===== src/rtl/mac_tile_feeder_if.sv =====
// Job/result stream bundle between a producer/consumer and the MAC tile feeder.
interface mac_tile_feeder_if #(
  parameter int bw      = 4,
  parameter int psum_bw = 16,
  parameter int len_bw  = 4
);
  logic                start;
  logic [len_bw-1:0]   len;
  logic                in_valid;
  logic                in_ready;
  logic [4*bw-1:0]     in_x;
  logic [4*bw-1:0]     in_w;
  logic                res_valid;
  logic                res_ready;
  logic [psum_bw-1:0]  res_data;
  logic                busy;

  modport slave (
    input  start, len, in_valid, in_x, in_w, res_ready,
    output in_ready, res_valid, res_data, busy
  );

  modport master (
    output start, len, in_valid, in_x, in_w, res_ready,
    input  in_ready, res_valid, res_data, busy
  );
endinterface


===== src/rtl/mac_tile_feeder.sv =====
// Sequences len 4-lane x/w groups into the MAC chain, folding each chain
// result back in as the next partial sum, and presents the final dot product.
module mac_tile_feeder #(
  parameter int bw      = 4,
  parameter int psum_bw = 16,
  parameter int len_bw  = 4
) (
  input  logic               clk,
  input  logic               reset_n,
  mac_tile_feeder_if.slave   bus,
  output logic [bw-1:0]      x0,
  output logic [bw-1:0]      x1,
  output logic [bw-1:0]      x2,
  output logic [bw-1:0]      x3,
  output logic [bw-1:0]      w0,
  output logic [bw-1:0]      w1,
  output logic [bw-1:0]      w2,
  output logic [bw-1:0]      w3,
  output logic [psum_bw-1:0] psum_out,
  input  logic [psum_bw-1:0] mac_out
);

  localparam logic [1:0] st_idle    = 2'd0;
  localparam logic [1:0] st_load    = 2'd1;
  localparam logic [1:0] st_capture = 2'd2;
  localparam logic [1:0] st_done    = 2'd3;

  logic [1:0]         state_reg;
  logic [len_bw-1:0]  cnt_reg;
  logic [psum_bw-1:0] psum_reg;
  logic               in_hs;

  assign bus.in_ready  = (state_reg == st_load);
  assign bus.res_valid = (state_reg == st_done);
  assign bus.busy      = (state_reg != st_idle);
  assign bus.res_data  = psum_reg;
  assign psum_out      = psum_reg;
  assign in_hs         = bus.in_valid && (state_reg == st_load);

  always_ff @(posedge clk or negedge reset_n) begin
    if (!reset_n) begin
      state_reg <= st_idle;
      cnt_reg   <= '0;
      psum_reg  <= '0;
    end else begin
      case (state_reg)
        st_idle: begin
          if (bus.start) begin
            psum_reg <= '0;
            if (bus.len != '0) begin
              cnt_reg   <= bus.len;
              state_reg <= st_load;
            end else begin
              state_reg <= st_done;
            end
          end
        end
        st_load: begin
          if (bus.in_valid) state_reg <= st_capture;
        end
        st_capture: begin
          // mac_out already includes the current psum_out, so it replaces it.
          psum_reg  <= mac_out;
          cnt_reg   <= cnt_reg - 1'b1;
          state_reg <= (cnt_reg == len_bw'(1)) ? st_done : st_load;
        end
        default: begin
          if (bus.res_ready) state_reg <= st_idle;
        end
      endcase
    end
  end

  // Lane registers only move on an accepted group and otherwise hold.
  for (genvar gi = 0; gi < 4; gi++) begin : g_lane
    logic [bw-1:0] x_reg;
    logic [bw-1:0] w_reg;

    always_ff @(posedge clk or negedge reset_n) begin
      if (!reset_n) begin
        x_reg <= '0;
        w_reg <= '0;
      end else if (in_hs) begin
        x_reg <= bus.in_x[gi*bw +: bw];
        w_reg <= bus.in_w[gi*bw +: bw];
      end
    end
  end

  assign x0 = g_lane[0].x_reg;
  assign x1 = g_lane[1].x_reg;
  assign x2 = g_lane[2].x_reg;
  assign x3 = g_lane[3].x_reg;
  assign w0 = g_lane[0].w_reg;
  assign w1 = g_lane[1].w_reg;
  assign w2 = g_lane[2].w_reg;
  assign w3 = g_lane[3].w_reg;

endmodule

===== src/flat_wrapper.sv =====
// flat-port wrapper written by rule: the top's interface ports become plain ports
module mac_tile_feeder_flat 
#(
  parameter int bw      = 4,
  parameter int psum_bw = 16,
  parameter int len_bw  = 4
)
  (clk, reset_n, x0, x1, x2, x3, w0, w1, w2, w3, psum_out, mac_out, bus_start, bus_len, bus_in_valid, bus_in_x, bus_in_w, bus_res_ready, bus_in_ready, bus_res_valid, bus_res_data, bus_busy);
  mac_tile_feeder_if #(.bw(bw), .psum_bw(psum_bw), .len_bw(len_bw)) bus_i ();
  input  logic clk;
  input  logic reset_n;
  output logic [bw-1:0] x0;
  output logic [bw-1:0] x1;
  output logic [bw-1:0] x2;
  output logic [bw-1:0] x3;
  output logic [bw-1:0] w0;
  output logic [bw-1:0] w1;
  output logic [bw-1:0] w2;
  output logic [bw-1:0] w3;
  output logic [psum_bw-1:0] psum_out;
  input  logic [psum_bw-1:0] mac_out;
  input wire logic [$bits(bus_i.start)-1:0] bus_start;
  input wire logic [$bits(bus_i.len)-1:0] bus_len;
  input wire logic [$bits(bus_i.in_valid)-1:0] bus_in_valid;
  input wire logic [$bits(bus_i.in_x)-1:0] bus_in_x;
  input wire logic [$bits(bus_i.in_w)-1:0] bus_in_w;
  input wire logic [$bits(bus_i.res_ready)-1:0] bus_res_ready;
  output wire logic [$bits(bus_i.in_ready)-1:0] bus_in_ready;
  output wire logic [$bits(bus_i.res_valid)-1:0] bus_res_valid;
  output wire logic [$bits(bus_i.res_data)-1:0] bus_res_data;
  output wire logic [$bits(bus_i.busy)-1:0] bus_busy;
  assign bus_i.start = bus_start;
  assign bus_i.len = bus_len;
  assign bus_i.in_valid = bus_in_valid;
  assign bus_i.in_x = bus_in_x;
  assign bus_i.in_w = bus_in_w;
  assign bus_i.res_ready = bus_res_ready;
  assign bus_in_ready = bus_i.in_ready;
  assign bus_res_valid = bus_i.res_valid;
  assign bus_res_data = bus_i.res_data;
  assign bus_busy = bus_i.busy;
  mac_tile_feeder #(.bw(bw), .psum_bw(psum_bw), .len_bw(len_bw)) u_core (.clk(clk), .reset_n(reset_n), .bus(bus_i), .x0(x0), .x1(x1), .x2(x2), .x3(x3), .w0(w0), .w1(w1), .w2(w2), .w3(w3), .psum_out(psum_out), .mac_out(mac_out));
endmodule

===== config.mk =====
export PLATFORM = sky130hd
export DESIGN_NAME = mac_tile_feeder_flat
export DESIGN_NICKNAME = d
export VERILOG_FILES = /design/src/rtl/mac_tile_feeder_if.sv /design/src/rtl/mac_tile_feeder.sv /design/src/flat_wrapper.sv
export SDC_FILE = /design/constraint.sdc
export NUM_CORES = 1
export LEC_CHECK = 0
export CAP_MARGIN = 20
export CORE_MARGIN = 8
export CORE_UTILIZATION = 44
export CTS_BUF_LIST = sky130_fd_sc_hd__clkbuf_2
export DETAILED_ROUTE_END_ITERATION = 8
export GPL_TIMING_DRIVEN = 0
export PLACE_DENSITY = 0.92
export SYNTH_ARGS = -nofsm -noshare
export SYNTH_HDL_FRONTEND = slang
export SYNTH_SLANG_ARGS = --single-unit
export TNS_END_PERCENT = 5

===== constraint.sdc =====
create_clock -name clk -period 4.1 [get_ports clk]
set_clock_uncertainty 0.15 [all_clocks]
set_input_delay 1.23 -clock clk [delete_from_list [all_inputs] [get_ports clk]]
set_output_delay 1.23 -clock clk [all_outputs]
set_load 0.01 [all_outputs]

==> qor.csv <==
metric,value,unit
status,finished clean,
portBuffers,123,
synth.area.top_cells,"dfrtp_1 (56%), mux2_4 (19%), a22o_1 (5.8%)",
maxSlewHeadroom,61.41,%
vdd_drop_max,0.3444,mV
nets,359,
cts.htree.levels,2,
syn_avg_cell_area,14.37,µm²
hold_viol,0,
cp_top_family,buffers and inverters,
drt_iter0_markers,38,
synth_mux_area_share,20.30,%
rsz0062_at_grt,false,
setup_viol_count_final,0,
gp_congestion,0.7668,
crit_path_start,u_core.state_reg[1],
io_pins,124,
final.setup.tns,0,ps
reg2reg_from,u_core.state_reg[0],
synth-compound-area-share,10.15,%
mostFrequentLayoutCell,clkdlybuf4s50_1,
dp_hpwl,5.287,mm
required,2720,ps
critPathLaunchType,flop,
whs,398.7,ps
grt.busiest_layer,met2,
path_cells,buf_2 -> nor2_1 -> inv_1 -> clkdlybuf4s50_1,
yosysWarnings,0,
max_stage_delay,490,ps
cts.path.max_buffers,2,
drtPass1Iterations,4,
maxCapViolations,0,
gr-usage-met2,29.20,%
drc,0,
cp_num_buf_inv,3,
wl,6.487,mm
antenna_left,0,
p_switching,0.9141,mW
timing.fmax,303.9,MHz
tightest_slew,578.9,ps
synth-edff-count,0,
n_antenna_cell,0,
synth_cells,169,
synth_top_area_share,55.64,%
synth_xor_area_share,0,%
leakagePower,1.756,nW
synthesis.nets,228,
antenna_found_initial,0,
synth_top_family_by_area,multiplexers,
clkPwrFrac,11.2,%
synthAdderAreaFrac,1.030,%
syn_area,0.002429,mm²
fin_crit_sh,80.26,%
clk_transition_reported_paths,260,ps
power_density,750.7,mW/mm²
core-area,0.005405,mm²
finalCoreUtilization,71.30,%
ys_seq_area_share,55.64,%
hold_buffers,0,
async_flop_share,100.0,%
hp-start,u_core.w3[0],
via_per_inst,4.828,
dieArea,0.008153,mm²
dpl_cell_area,0.003765,mm²
ys_types,32,
cts_resized,0,
cp_slowest_cell,clkdlybuf4s50_1,
use_met3,4.239,%
crit_type,reg2out,
worst-endpoint-arrival,1910,ps
p_int,1.979,mW
grt_pass1_wl,10.74,mm
p_comb_share,55.9,%
wire_per_inst,17.39,µm
rows,27,
insertion_delay,420,ps
fp.dieH,90.30,µm
vias,1801,
grt_use_met1,17.86,%
cts_tree,done,
synth_ff_type,dfrtp_1,
grt_max_degree,31,
cts_buffers,5,
seqPwrFrac,32.9,%
largest_reg_flops,16,
synth_top_area_cell,dfrtp_1,
sw_frac_of_total,31.59,%
syn_to_final_growth,58.68,%
slew_viol_final,0,
crit_fanout,10,
floorplan.initialDensity,44.93,%
cts_sinks,54,
overflow,0,
post_cts_buffers,0,
synth_seq_cells,54,
design_area,0.003854,mm²
groute.usage.overall,16.15,%
root_buffer,clkbuf_2,
hp-class,reg2reg,
critPathCaptureType,output port,
final_cell_mix,"clkdlybuf4s50_1 (122), dfrtp_1 (54), mux2_4 (30)",
grt_pass1_vias,1996,
layout-drive-gt1-share,22.26,%
die_w,90.30,µm
fin_crit,3290,ps
synth-simple-area-share,4.328,%
==> power groups by stage <==
stage / Combinational [mW] / Sequential, mW / Clock, mW
after floorplan: 0.737 / 1.04 / 0
after global placement: 1.59 / 0.943 / 0
after detailed placement: 1.63 / 0.964 / 0
after CTS: 1.64 / 0.953 / 0.335
after global routing: 1.73 / 0.990 / 0.352
final: 1.62 / 0.951 / 0.325
==> metal layers <==
layer | routed length, µm | share of wire (%)
met5 | 0 | 0
met4 | 97 | 1.5
met3 | 347 | 5.3
met2 | 3464 | 53
met1 | 2577 | 40
==> synth_stat cells, types with 2 or more instances <==
| library cell | number |
|---|---|
| a22o_1 | 16 |
| nand2b_1 | 2 |
| nand2_1 | 3 |
| buf_6 | 4 |
| mux2i_1 | 2 |
| inv_1 | 4 |
| buf_2 | 4 |
| nor2_1 | 2 |
| a221oi_1 | 2 |
| a2bb2oi_1 | 3 |
| nor3b_1 | 2 |
| a21oi_1 | 6 |
| ha_1 | 2 |
| dfrtp_1 | 54 |
| mux2_2 | 2 |
| mux2_4 | 30 |
| buf_4 | 16 |
==> cell type report <==
cell class                 instances  area (µm²)
timing repair buffer             124        1246
inverter                           4       15.01
clock buffer                       5       25.02
multi-input combinational         85       869.6
clock inverter                     3       63.81
sequential                        54        1351
fill                             389        1551
buffer                            26       192.7
tap                               72       90.09
==> worst paths after layout <==
kind	depth (start not counted)	to	slack, ps
min	1	u_core.w3[0]	400
min reg2reg	1	u_core.w3[0]	400
min in group asynchronous	1	u_core.x0[3]	600
max in group asynchronous	2	u_core.bus.res_data[3]	2640
max reg2reg	4	u_core.cnt_reg[1]	2400
max	4	bus_busy	810
==> metrics by stage <==
step	power, mW	setup slack (ps)	instances
CTS	2.929	785.2	373
detailed placement	2.598	1206	365
floorplan	1.779	1782	169
global placement	2.535	70.37	364
finish	2.893	809.5	373
global route	3.070	702.0	373
==> kinds of logic after synthesis <==
group | Yosys count
mux | 34
fa+ha+maj | 2
compound gates | 32
buf+inv | 30
flops | 54
simple gates | 17
No activity file was read; power rests on OpenSTA's default activity.
